<file path="config.mk">
export PLATFORM = sky130hd
export DESIGN_NAME = decoder_mips_pipe
export DESIGN_NICKNAME = d
export VERILOG_FILES = /design/src/rtl/decoder_mips_pipe.sv
export SDC_FILE = /design/constraint.sdc
export NUM_CORES = 1
export LEC_CHECK = 0
export ABC_CLOCK_PERIOD_IN_PS = 4130
export CAP_MARGIN = 25
export CORE_MARGIN = 5
export CORE_UTILIZATION = 25
export CTS_BUF_LIST = sky130_fd_sc_hd__clkbuf_2 sky130_fd_sc_hd__clkbuf_4 sky130_fd_sc_hd__clkbuf_8
export CTS_CLUSTER_DIAMETER = 150
export CTS_CLUSTER_SIZE = 28
export DETAILED_ROUTE_END_ITERATION = 16
export PLACE_DENSITY = 0.54
export SYNTH_ARGS = -nofsm -noshare
export SYNTH_HDL_FRONTEND = slang
export SYNTH_SLANG_ARGS = --single-unit
</file>
<file path="constraint.sdc">
create_clock -name clk -period 4.13 [get_ports clk]
set_clock_uncertainty 0.15 [all_clocks]
set_input_delay 0.826 -clock clk [delete_from_list [all_inputs] [get_ports clk]]
set_output_delay 0.826 -clock clk [all_outputs]
set_load 0.02 [all_outputs]
</file>
<file path="src/rtl/decoder_mips_pipe.sv">
// Registered MIPS decode stage: main/ALU control, branch resolution and SLT result,
// with a valid/ready handshake, load-use bubble insertion and taken-branch squash.
module decoder_mips_pipe #(
  parameter int DATA_W       = 32,
  parameter bit HAZARD_EN    = 1'b1,
  parameter bit BRANCH_FLUSH = 1'b1
) (
  input  logic              clk,
  input  logic              rst_n,
  input  logic              in_valid,
  output logic              in_ready,
  input  logic [31:0]       instr,
  input  logic              equalrsrt,
  input  logic              rsmaior,
  input  logic              rsmrt,
  output logic              out_valid,
  input  logic              out_ready,
  output logic [7:0]        ctrol,
  output logic [3:0]        outsaida,
  output logic [DATA_W-1:0] rt,
  output logic              slt_mux,
  output logic              branch_taken,
  output logic              bubble,
  output logic              illegal
);

  typedef enum logic [1:0] {S_RUN, S_BUBBLE, S_SQUASH} state_t;

  state_t              state_q, state_d;
  logic                out_valid_q, out_valid_d;
  logic [7:0]          ctrol_q, ctrol_d;
  logic [3:0]          outsaida_q, outsaida_d;
  logic [DATA_W-1:0]   rt_q, rt_d;
  logic                slt_mux_q, slt_mux_d;
  logic                taken_q, taken_d;
  logic                bubble_q, bubble_d;
  logic                illegal_q, illegal_d;
  logic                lw_valid_q, lw_valid_d;
  logic [4:0]          lw_dest_q, lw_dest_d;

  logic [5:0] op, funct;
  logic [4:0] rs_idx, rt_idx;
  logic [7:0] dec_ctrol;
  logic [3:0] dec_alu;
  logic       dec_slt, dec_ill, is_lw, is_beq, is_bne, is_j, uses_rt, dec_taken;
  logic       load_en, hazard;

  // rsmaior travels with the instruction but nothing here decodes it.
  logic unused_ok;
  assign unused_ok = &{1'b0, rsmaior, instr[15:6]};

  assign op     = instr[31:26];
  assign rs_idx = instr[25:21];
  assign rt_idx = instr[20:16];
  assign funct  = instr[5:0];

  always_comb begin
    dec_ctrol = 8'h00;
    dec_alu   = 4'h0;
    dec_slt   = 1'b0;
    dec_ill   = 1'b0;
    is_lw     = 1'b0;
    is_beq    = 1'b0;
    is_bne    = 1'b0;
    is_j      = 1'b0;
    uses_rt   = 1'b0;
    case (op)
      6'h00: begin
        uses_rt   = 1'b1;
        dec_ctrol = 8'b1001_0000;
        case (funct)
          6'h20: dec_alu = 4'b0010;
          6'h22: dec_alu = 4'b0110;
          6'h24: dec_alu = 4'b0000;
          6'h25: dec_alu = 4'b0001;
          6'h2A: begin dec_alu = 4'b0111; dec_slt = 1'b1; end
          6'h27: dec_alu = 4'b1100;
          default: begin dec_ill = 1'b1; dec_ctrol = 8'h00; end
        endcase
      end
      6'h23: begin dec_ctrol = 8'b0111_1000; dec_alu = 4'b0010; is_lw = 1'b1; end
      6'h2B: begin dec_ctrol = 8'b0100_0100; dec_alu = 4'b0010; uses_rt = 1'b1; end
      6'h08: begin dec_ctrol = 8'b0101_0000; dec_alu = 4'b0010; end
      6'h0A: begin dec_ctrol = 8'b0101_0000; dec_alu = 4'b0111; dec_slt = 1'b1; end
      6'h04: begin dec_ctrol = 8'b0000_0010; dec_alu = 4'b0110; is_beq = 1'b1; uses_rt = 1'b1; end
      6'h05: begin dec_ctrol = 8'b0000_0010; dec_alu = 4'b0110; is_bne = 1'b1; uses_rt = 1'b1; end
      6'h02: begin dec_ctrol = 8'b0000_0001; is_j = 1'b1; end
      default: dec_ill = 1'b1;
    endcase
  end

  assign dec_taken = (is_beq & equalrsrt) | (is_bne & ~equalrsrt) | is_j;
  assign load_en   = ~out_valid_q | out_ready;

  // A pending squash takes priority, so hazards are only looked for in RUN.
  assign hazard = HAZARD_EN & in_valid & (state_q == S_RUN) & lw_valid_q & ~is_j &
                  ((rs_idx == lw_dest_q) | (uses_rt & (rt_idx == lw_dest_q)));

  assign in_ready = rst_n & load_en & ~hazard;

  always_comb begin
    state_d      = state_q;
    out_valid_d  = out_valid_q;
    ctrol_d      = ctrol_q;
    outsaida_d   = outsaida_q;
    rt_d         = rt_q;
    slt_mux_d    = slt_mux_q;
    taken_d      = taken_q;
    bubble_d     = bubble_q;
    illegal_d    = illegal_q;
    lw_valid_d   = lw_valid_q;
    lw_dest_d    = lw_dest_q;
    if (load_en) begin
      out_valid_d = 1'b0;
      ctrol_d     = 8'h00;
      outsaida_d  = 4'h0;
      rt_d        = '0;
      slt_mux_d   = 1'b0;
      taken_d     = 1'b0;
      bubble_d    = 1'b0;
      illegal_d   = 1'b0;
      if (hazard) begin
        out_valid_d = 1'b1;
        bubble_d    = 1'b1;
        lw_valid_d  = 1'b0;
        state_d     = S_BUBBLE;
      end else if (in_valid) begin
        if (state_q == S_SQUASH) begin
          state_d = S_RUN;
        end else begin
          out_valid_d = 1'b1;
          ctrol_d     = dec_ctrol;
          outsaida_d  = dec_alu;
          rt_d        = dec_slt ? {{(DATA_W-1){1'b0}}, rsmrt} : '0;
          slt_mux_d   = dec_slt;
          taken_d     = dec_taken;
          illegal_d   = dec_ill;
          lw_valid_d  = is_lw & (rt_idx != 5'd0);
          lw_dest_d   = rt_idx;
          state_d     = (BRANCH_FLUSH && dec_taken) ? S_SQUASH : S_RUN;
        end
      end else if (state_q == S_BUBBLE) begin
        state_d = S_RUN;
      end
    end
  end

  always_ff @(posedge clk) begin
    if (!rst_n) begin
      state_q     <= S_RUN;
      out_valid_q <= 1'b0;
      ctrol_q     <= 8'h00;
      outsaida_q  <= 4'h0;
      rt_q        <= '0;
      slt_mux_q   <= 1'b0;
      taken_q     <= 1'b0;
      bubble_q    <= 1'b0;
      illegal_q   <= 1'b0;
      lw_valid_q  <= 1'b0;
      lw_dest_q   <= 5'd0;
    end else begin
      state_q     <= state_d;
      out_valid_q <= out_valid_d;
      ctrol_q     <= ctrol_d;
      outsaida_q  <= outsaida_d;
      rt_q        <= rt_d;
      slt_mux_q   <= slt_mux_d;
      taken_q     <= taken_d;
      bubble_q    <= bubble_d;
      illegal_q   <= illegal_d;
      lw_valid_q  <= lw_valid_d;
      lw_dest_q   <= lw_dest_d;
    end
  end

  assign out_valid    = out_valid_q;
  assign ctrol        = ctrol_q;
  assign outsaida     = outsaida_q;
  assign rt           = rt_q;
  assign slt_mux      = slt_mux_q;
  assign branch_taken = taken_q;
  assign bubble       = bubble_q;
  assign illegal      = illegal_q;

endmodule

</file>
* After elaboration in Yosys (flattened, before gate mapping)
Index checks and enable logic that the tools add are counted.
Widths: inputs -> output; s select.
** Storage, ports and cells
- Bits of input ports :: 39
- Logic and storage cells :: 106
- Flip-flop bits (word level) :: 57
** Cells by class
- Reduce and logical (&&, ||, !) cells :: 14
- Eq/ne operators :: 18
- Multiplexer cells :: 44
- Bitwise operators :: 19
** Operators with widths (count)
- $eq 6x6->1 const B :: 8
- $pmux 8 s6 :: 1
- $mux 8 :: 4
- $mux 1 :: 27
- $pmux 4 s5 :: 1
- $pmux 4 s4 :: 1
- $eq 6x3->1 const B :: 2
- $eq 6x4->1 const B :: 2
- $mux 4 :: 3
- $and 1x1->1 :: 10
- $eq 5x5->1 :: 2
- $mux 2 :: 5
- $reduce_or 7->1 :: 1
- $eq 6x2->1 const B :: 1
- $logic_not 6->1 :: 1
- $reduce_or 6->1 :: 1
- $not 1->1 :: 5
- $reduce_bool 5->1 :: 1
- $or 1x1->1 :: 4
- $pmux 1 s2 :: 2
- $reduce_and 4->1 :: 1
- $reduce_or 2->1 :: 2
- $reduce_or 4->1 :: 1
- $reduce_and 3->1 :: 1
- other kinds (8) :: 8

* Logic depth before layout (Yosys ltp)
Gate-level depths: netlist of run 1.
- Word-level depth :: 9
- Depth in mapped cells :: 7

* Worst setup path before layout of run 1
No wires, ideal clock.
- Path kind :: input port to output port
- Start :: input instr[30]
- End :: output in_ready
- Arrival :: 2.565 ns
- Cell stages on the path :: 6
- Data required time :: 3.154 ns
- Setup slack :: 0.589 ns
- Buffers on the path :: 2
- Path through :: clkbuf_1 -> or4_1 -> clkbuf_1 -> o21ai_2 -> nor3_1 -> nor4_1
** On the way
- Word-level cells in the longest chain between the ends :: 8
- Elaborated cells between the ends (all ways) :: 15
- Those cells by class :: eq/ne (4); mux (2); bitwise (7); reduce/logical (2)
** Ends and longest elaborated chain
- start: declaration :: RTL line 12 : input logic [31:0] instr,
- $eq 6x3->1 (tied with other cells) :: RTL line 67 : case (op)
- $reduce_or 4->1 (no line)
- $mux 1 :: RTL line 67
- $and 1x1->1 :: RTL line 97 : ((rs_idx == lw_dest_q) | (uses_rt & (rt_idx == lw_dest_q)));
- $or 1x1->1 :: RTL line 97
- $and 1x1->1 (*) :: RTL line 96 : assign hazard = HAZARD_EN & in_valid & (state_q == S_RUN) & lw_valid_q & ~is_j &
- $not 1->1 (no line) (*)
- $and 1x1->1 (*) :: RTL line 99 : assign in_ready = rst_n & load_en & ~hazard;
- end: declaration :: RTL line 11 : output logic in_ready,
Every way passes the cells marked *; elsewhere a longest branch is shown, timed or not.

* Worst setup path in the final report of run 1
- Start :: input instr[26]
- End :: output in_ready
Same word-level chain as after synthesis.

==> flow_summary.toml, run 1 <==
[pwr]
switchingPower_uw = 161
pwr-share-comb_pct = 24.7
seqPwrFrac_pct = 47.2
max-vdd-ir-drop_v = 0.000125
switching_share_pct = 30.3
power_density_nw_per_um2 = 244
p_int_uw = 371
power_frac_clock_pct = 28.0
p_leak_uw = 0.000826

[yosys]
synth_edf_count = 0
synth_top_family_by_area = "simple AND/OR/NAND/NOR gates"
yosysWarningCount = 0
seq_area_frac_synth_pct = 30.7
synth_area_leaders = "dfxtp_1 31%, buf_4 15%, xnor2_1 5.9%, a22o_1 4.8%, nand2_1 4.4%"
netlist_area_um2 = 1630
yosys.area.top_type = "dfxtp_1"
synthMuxAreaShare_pct = 3.77
synth_flop_cell = "dfxtp_1"
synth_xor_xnor_area_share_pct = 5.92
syn_avg_cell_area_um2 = 8.43
yosysMostFrequentCell = "buf_4"
ys_types = 47
synth_compound_area_share_pct = 20.5
synth_top_area_share_pct = 30.7
synthTopCellsByCount = "32 x buf_4, 25 x dfxtp_1, 19 x nand2_1"
syn_inst = 193
ys_ff_latch = 25
yosys.area_share.simple_pct = 22.2
synthAdderAreaFrac_pct = 0
async_flop_share_pct = 0

[timing]
slew_viol_final = 0
finalHoldViolations = 0
setup_tns_ns = 0
worst_pin_slew_ns = 0.940
slew_headroom_pct = 37.1
fin_crit_ns = 3.84
period_share_pct = 93.0
rsz0062_at_grt = "false"
setup_viol = 0
fmax_ghz = 0.260

[setup_path]
start_kind = "input pin"
setup.worst_path.class = "input pin to output port"
cp_max_fo = 6
rr_worst_depth = 6
r2r-end = "rt[0]$_SDFFE_PN0N_"
endpoint = "in_ready"
worstPathArrival_ns = 2.87
startpoint = "instr[26]"
worst_setup_path_end_kind = "output port"
r2r_slack_ns = 2.14
required_ns = 3.15
reg2reg_from = "state_q[1]$_SDFFE_PN0P_"

[cts]
clockBufferDepth = 2
cts_resized = 1
holdBufCountCts = 0
insertion_delay_ns = 0.27
cts_made_buffers = 3
cts_tree = "done"
ctsHtreeMaxLevel = 1
cts_setup_buffers = 0
cts.clk_slew.worst_paths_ns = 0.09
clock-sinks = 25
root_buffer = "clkbuf_8"

[run]
max-cap-violations = 0

[worst_hold_path]
worstHoldPathType = "flip-flop to flip-flop"
holdPathStages = 2

[floorplanning]
start_util_pct = 25.6
core_area_um2 = 6350
die_area_um2 = 8220
die_w_um = 90.7
ioPinCount = 89
die_h_um = 90.7
rows = 29

[global_route]
grt_pass1_wl_um = 6530
grt.overflow.total = 0
antenna_found_initial = 0
grt_max_degree = 16
grt_pass1_vias = 1381
gr-usage-all-layers_pct = 9.40

[drt]
drt_iter0_drc = 50
totalWireLength_um = 4050
drtAntennaViolNets = 0
firstDrtPassIters = 4
viasPerCell = 4.52
wl_per_cell_um = 12.4
drc = 0
dr_total_vias = 1475

[layout]
fin_cells = 326
layout.nets = 289
areaGrowthSynthToFinish_pct = 33.9
antenna_cells = 0
drive_above_1_share_pct = 9.24
fin_area_um2 = 2180

[run_status]
status = "finished clean"

[placed_design]
dp_hpwl_um = 3430
io_buffer_count = 46
place_congestion = 0.792
place_area_um2 = 2130
dp_cells = 322
area by class of cell:
cell class                      instances  area (um^2)
Multi-Input combinational cell        158          970
Timing Repair Buffer                   58          549
Clock inverter                          1         7.51
Sequential cell                        25          500
Fill cell                             667         4170
Inverter                                4         15.0
Tap cell                               77         96.3
Clock buffer                            3         41.3
worst min path at each step:
stage / start / endpoint / slack (ns)
finish: bubble$_SDFFE_PN0N_ / bubble$_SDFFE_PN0N_ / 0.30
global route: bubble$_SDFFE_PN0N_ / bubble$_SDFFE_PN0N_ / 0.35
CTS: bubble$_SDFFE_PN0N_ / bubble$_SDFFE_PN0N_ / 0.31
detailed placement: bubble$_SDFFE_PN0N_ / bubble$_SDFFE_PN0N_ / 0.30
global placement: bubble$_SDFFE_PN0N_ / bubble$_SDFFE_PN0N_ / 0.29
floorplan: state_q[0]$_SDFFE_PN0P_ / state_q[0]$_SDFFE_PN0P_ / 0.31
cell families (layout without fill, tap and decap cells):
| logic type | count (synthesis) | count (layout) |
|---|---|---|
| mux | 6 | 6 |
| buf+inv | 40 | 66 |
| flops | 25 | 25 |
| xor+xnor | 11 | 11 |
| compound gates | 42 | 42 |
| simple gates | 68 | 68 |
| other cells | 1 | 31 |
cell usage in the layout (no fill, tap or decap), types with 7 or more instances in the layout:
cell type | netlist | layout
nand2_1 | 19 | 19
clkdlybuf4s50_1 | 0 | 45
a22o_1 | 9 | 9
xnor2_1 | 11 | 11
conb_1 | 1 | 31
nor2_1 | 13 | 13
buf_4 | 32 | 12
dfxtp_1 | 25 | 25
a21oi_1 | 7 | 7
metal layers:
metal	GRT usage, %	routed length [um]	up-vias
met5	0	0	-
met4	1.49	19	0
li1	-	-	743
met3	2.50	340	2
met2	15.8	1860	54
met1	12.2	1830	676
registers in the layout (all words and copies together) (netlist names):
| signal | flops |
|---|---|
| bubble | 1 |
| slt_mux | 1 |
| lw_valid_q | 1 |
| branch_taken | 1 |
| illegal | 1 |
| state_q | 2 |
| ctrol | 7 |
| out_valid | 1 |
| outsaida | 4 |
| lw_dest_q | 5 |
| rt | 1 |
worst max-delay path, stage by stage:
cell	delay, ns
clkdlybuf4s50_1	0.41
buf_4	0.16
nor2b_1	0.14
or4_4	0.50
a2111oi_4	0.39
nor4_1	0.10
dlygate4sd2_1	0.34
per-stage QoR:
stage / util (%) / power (uW) / hold slack [ns] / setup WS (ns)
floorplan: - / 355 / 0.312 / 0.589
global placement: 33.6 / 388 / 0.293 / -0.0500
detailed placement: 33.6 / 389 / 0.298 / -0.0639
CTS: 34.3 / 540 / 0.311 / 0.246
global route: 34.3 / 562 / 0.352 / 0.175
finish: 34.3 / 532 / 0.304 / 0.288
power groups by stage:
stage | clock [uW] | sequential [uW] | combinational (uW)
floorplan | 0 | 259 | 95.6
global placement | 0 | 257 | 131
detailed placement | 0 | 257 | 132
CTS | 156 | 252 | 132
global route | 167 | 252 | 142
finish | 149 | 251 | 132
(Power assumes the default switching activity.)
==> run 2, diff against run 1 <==
Settings changed: ABC_CLOCK_PERIOD_IN_PS 4130 to 3800.
Clock period 4.13 ns to 3.8 ns, I/O delays scaled along.
==> run 2 against run 1 <==
Worst hold slack better by 0.0022 ns. Via count down 1.2%. Sequential power up 8.8%. Die area unchanged. Total power up 9.1%. Global-route usage up 0.23 points. Utilization up 0.45 points. Register-to-register slack worse by 0.34 ns. Sequential cell count unchanged. Combinational power up 9.8%. Clock power up 9%. Largest cell class unchanged.
==> flow_summary.toml, run 2 (synthesized netlist as in run 1, its figures left out) <==
[global_route]
antenna_found_initial = 0
gr-usage-all-layers_pct = 9.62
grt_pass1_vias = 1432
grt_max_degree = 16
grt.overflow.total = 0
grt_pass1_wl_um = 6760

[timing]
slew_headroom_pct = 60.2
fin_crit_ns = 3.72
setup_viol = 0
finalHoldViolations = 0
slew_viol_final = 0
rsz0062_at_grt = "false"
worst_slack_ns = 0.0839
worst_pin_slew_ns = 0.593
fmax_ghz = 0.269
holdWs_ns = 0.307
period_share_pct = 97.8

[floorplanning]
die_w_um = 90.7
ioPinCount = 89
rows = 29
die_area_um2 = 8220
die_h_um = 90.7
core_area_um2 = 6350
start_util_pct = 25.6

[layout]
areaGrowthSynthToFinish_pct = 35.7
layout.nets = 292
drive_above_1_share_pct = 10.7
final_cell_mix = "45 x clkdlybuf4s50_1, 31 x conb_1, 25 x dfxtp_1, 19 x nand2_1, 15 x buf_4"
final_common_cell = "clkdlybuf4s50_1"
fin_area_um2 = 2210
antenna_cells = 0
largest_register_ffs = 7

[drt]
dr_total_vias = 1457
drc = 0
drtAntennaViolNets = 0
wl_met3_um = 309
viasPerCell = 4.43
wl_per_cell_um = 12.4
maxUsedRoutingLayer = "met4"
drt_iter0_drc = 62
met1_length_um = 1880
firstDrtPassIters = 4
totalWireLength_um = 4090
wl_met2_um = 1870

[worst_hold_path]
worstHoldPathType = "flip-flop to flip-flop"

[cts]
cts_setup_buffers = 0
root_buffer = "clkbuf_8"
insertion_delay_ns = 0.27
ctsHtreeMaxLevel = 1
clockBufferDepth = 2
cts_made_buffers = 3
cts_tree = "done"
cts.clk_slew.worst_paths_ns = 0.09
clock-sinks = 25

[placed_design]
place_congestion = 0.805
dp_slack_ns = -0.282
place_area_um2 = 2150
io_buffer_count = 46
dp_hpwl_um = 3410

[setup_path]
required_ns = 2.89
worstPathArrival_ns = 2.81
setup.worst_path.class = "input pin to output port"
worst_setup_path_end_kind = "output port"
cp_max_fo = 6
start_kind = "input pin"

[pwr]
max-vdd-ir-drop_v = 0.000131
p_leak_uw = 0.000841
power_density_nw_per_um2 = 263

[run]
max-cap-violations = 0

[run_status]
status = "finished clean"
-- run 2: changes by cell type in the layout (fill, tap and decap cells not counted), sizes merged --
cell and delta:
buf +3
-- run 2: layout make-up --
type | count | area (um^2)
Sequential cell | 25 | 500
Timing Repair Buffer | 61 | 572
Fill cell | 659 | 4140
Clock buffer | 3 | 41.3
Tap cell | 77 | 96.3
Inverter | 4 | 15.0
Clock inverter | 1 | 7.51
Multi-Input combinational cell | 158 | 976
-- run 2: timing repair --
| action | in CTS | in global routing |
|---|---|---|
| hold buffers | 0 | 0 |
| gates resized for setup | 1 | 1 |
| endpoints found under the hold margin | 0 | 0 |
| endpoints found under the setup margin | 1 | 1 |
| pin swaps | 0 | 0 |
-- run 2: metrics by stage --
step	std cells	TNS, ns	utilization (%)	total power, uW
2_1_floorplan	223	0	-	385
3_3_place_gp	325	-0.264	33.9	423
3_5_place_dp	325	-0.282	33.9	424
4_1_cts	329	0	34.7	588
5_1_grt	329	0	34.8	610
6_report	329	0	34.8	581
-- run 2: critical path: stages --
cell and delay [ns]:
clkdlybuf4s50_1 0.42, buf_4 0.16, nor2b_1 0.14, or4_4 0.50, a2111oi_4 0.41, nor4_2 0.08
dlygate4sd2_1 0.34
-- run 2: routing by layer --
layer	global-route usage, %	vias to the layer above
met1	12.1	656
met2	16.3	47
met3	2.42	2
met4	2.23	0
li1	-	752
met5	0	-
-- run 2: where the power goes --
| part | total [uW] | switching [uW] | leakage, uW | internal (uW) |
|---|---|---|---|---|
| clock | 162 | 87.7 | 0.0000217 | 74.3 |
| combinational | 145 | 82.6 | 0.000617 | 62.5 |
| sequential | 273 | 5.45 | 0.000203 | 268 |
-- run 2: worst paths after layout --
check             slack [ns]                   to                     from  cells past startpoint
setup / recovery        0.08             in_ready                instr[26]                      7
hold / removal          0.31  bubble$_SDFFE_PN0N_      bubble$_SDFFE_PN0N_                      2
setup reg to reg        1.80   rt[0]$_SDFFE_PN0N_  state_q[1]$_SDFFE_PN0P_                      7
hold reg to reg         0.31  bubble$_SDFFE_PN0N_      bubble$_SDFFE_PN0N_                      2
==> run 3, diff against run 2 <==
Settings changed: SETUP_SLACK_MARGIN set to 0.4, SKIP_CTS_REPAIR_TIMING set to 1.
==> run 3 against run 2 <==
Sequential share of layout area decreased by 0.73 points. First-iteration DRC count fell by 24%. Cell area rose by 3.3%. Global-route usage is 0.080 points lower. Count of clock-buffer cells in the layout stayed put. Sequential power hardly changed. Sequential cell count is the same. Non-clock buffer count rose by 5. Fmax grew 12%. Utilization is 1.2 points higher. Largest cell class unchanged. Highest routed layer unchanged.
==> flow_summary.toml, run 3 (synthesized netlist as in run 1, its figures left out) <==
[layout]
antenna_cells = 0
layout.nets = 297
largest_register_ffs = 7
drive_above_1_share_pct = 14.0
areaGrowthSynthToFinish_pct = 40.2
final_common_cell = "clkdlybuf4s50_1"
nFillCells = 660
final_cell_mix = "39 x clkdlybuf4s50_1, 31 x conb_1, 25 x dfxtp_1, 21 x buf_4, 19 x nand2_1"

[setup_path]
setup.worst_path.class = "input pin to output port"
worstPathArrival_ns = 2.41
cp_top_family = "buffers and inverters"
cp_max_fo = 2
path_common_cell = "buf_4"
required_ns = 2.89
crit_cells = 8
r2r_slack_ns = 1.67
r2r-end = "rt[0]$_SDFFE_PN0N_"
start_kind = "input pin"
cp.buffers_inverters = 4
critical_path.max_stage_delay_ns = 0.48
endpoint = "in_ready"
worst_setup_path_end_kind = "output port"
worstPathCellList = "clkdlybuf4s50_1 -> nor4bb_2 -> buf_4 -> o21ai_4 -> buf_4 -> a2111oi_4 -> nor4_2 -> buf_4"
slowest_stage = "clkdlybuf4s50_1"
startpoint = "in_valid"
reg2reg_from = "state_q[1]$_SDFFE_PN0P_"
rr_worst_depth = 8

[pwr]
power_frac_clock_pct = 28.1
switchingPower_uw = 178
switching_share_pct = 30.5
p_leak_uw = 0.000922
max-vdd-ir-drop_v = 0.000191
pwr-share-comb_pct = 25.2
power_density_nw_per_um2 = 256
p_int_uw = 406
seqPwrFrac_pct = 46.8

[cts]
cts_tree = "done"
ctsHtreeMaxLevel = 1
clockBufferDepth = 2
root_buffer = "clkbuf_8"
insertion_delay_ns = 0.27
cts.clk_slew.worst_paths_ns = 0.09
clock-sinks = 25
cts_made_buffers = 3

[drt]
viasPerCell = 4.45
drt_iter0_drc = 47
drc = 0
totalWireLength_um = 4130
wl_per_cell_um = 12.4
firstDrtPassIters = 4
drtAntennaViolNets = 0
dr_total_vias = 1486

[placed_design]
dp_slack_ns = -0.180
place_congestion = 0.843
dp_hpwl_um = 3430
io_buffer_count = 46

[timing]
fmax_ghz = 0.302
setup_tns_ns = 0
slew_viol_final = 0
slew_headroom_pct = 61.6
finalHoldViolations = 0
worst_slack_ns = 0.485
fin_crit_ns = 3.32
period_share_pct = 87.2
rsz0062_at_grt = "false"
holdWs_ns = 0.308
setup_viol = 0
worst_pin_slew_ns = 0.573

[floorplanning]
start_util_pct = 25.6
die_h_um = 90.7
rows = 29
die_area_um2 = 8220
die_w_um = 90.7
core_area_um2 = 6350
ioPinCount = 89

[run]
max-cap-violations = 0

[global_route]
grt_pass1_vias = 1431
grt.overflow.total = 0
gr-usage-all-layers_pct = 9.54
grt_max_degree = 16
antenna_found_initial = 0
grt_pass1_wl_um = 6640

[run_status]
status = "finished clean"

[worst_hold_path]
worstHoldPathType = "flip-flop to flip-flop"
[run 3: changes by cell type in the layout (fill, tap and decap cells not counted), sizes merged]
cell and change:
buf +6, clkdlybuf4s50 -6, dlygate4sd2 -1, dlymetal6s2s +6
[run 3: worst min path at each step]
| stage | from | end | slack (ns) | cells after the start |
|---|---|---|---|---|
| after floorplan | state_q[0]$_SDFFE_PN0P_ | state_q[0]$_SDFFE_PN0P_ | 0.31 | 2 |
| after detailed placement | bubble$_SDFFE_PN0N_ | bubble$_SDFFE_PN0N_ | 0.30 | 2 |
| after global placement | bubble$_SDFFE_PN0N_ | bubble$_SDFFE_PN0N_ | 0.30 | 2 |
| final | bubble$_SDFFE_PN0N_ | bubble$_SDFFE_PN0N_ | 0.31 | 2 |
| after global routing | ctrol[6]$_SDFFE_PN0N_ | ctrol[6]$_SDFFE_PN0N_ | 0.34 | 1 |
| after CTS | bubble$_SDFFE_PN0N_ | bubble$_SDFFE_PN0N_ | 0.31 | 2 |
[run 3: per-stage QoR]
| step | cell area [um^2] | util (%) | total power, uW | std cells |
|---|---|---|---|---|
| 6_report | 2280 | 35.9 | 584 | 334 |
| 5_1_grt | 2280 | 35.9 | 614 | 334 |
| 4_1_cts | 2220 | 34.9 | 590 | 330 |
| 3_5_place_dp | 2170 | 34.1 | 425 | 326 |
| 3_3_place_gp | 2170 | 34.1 | 424 | 326 |
| 2_1_floorplan | 1750 | - | 386 | 223 |
[run 3: worst min-delay path, delay by kind of cell, from the launching register on]
| kind | cells | cell delay (ns) |
|---|---|---|
| and+or+nand+nor | 1 | 0.05 |
| DFF | 1 | 0.32 |
| AOI/OAI and AO/OA | 1 | 0.05 |
[run 3: cell type report]
class | count | area [um^2] | share of cell area [%]
multi-input combinational | 158 | 998 | 43.7
sequential | 25 | 500 | 21.9
tap | 77 | 96.3 | 4.22
inverter | 4 | 15.0 | 0.658
clock inverter | 1 | 7.51 | 0.329
clock buffer | 3 | 41.3 | 1.81
timing repair buffer | 66 | 623 | 27.3
[run 3: layer usage]
metal	part of all wire [%]	global-route usage (%)	vias to the layer above
met1	46	12.0	665
met4	0.51	1.49	0
met5	0	0	-
li1	-	-	762
met2	46	16.4	57
met3	7.2	2.67	2
[run 3: power groups by stage]
stage	Clock (uW)	Sequential, uW	Combinational [uW]
finish	164	273	147
global route	181	274	159
CTS	171	273	146
detailed placement	0	279	146
global placement	0	279	145
floorplan	0	281	104
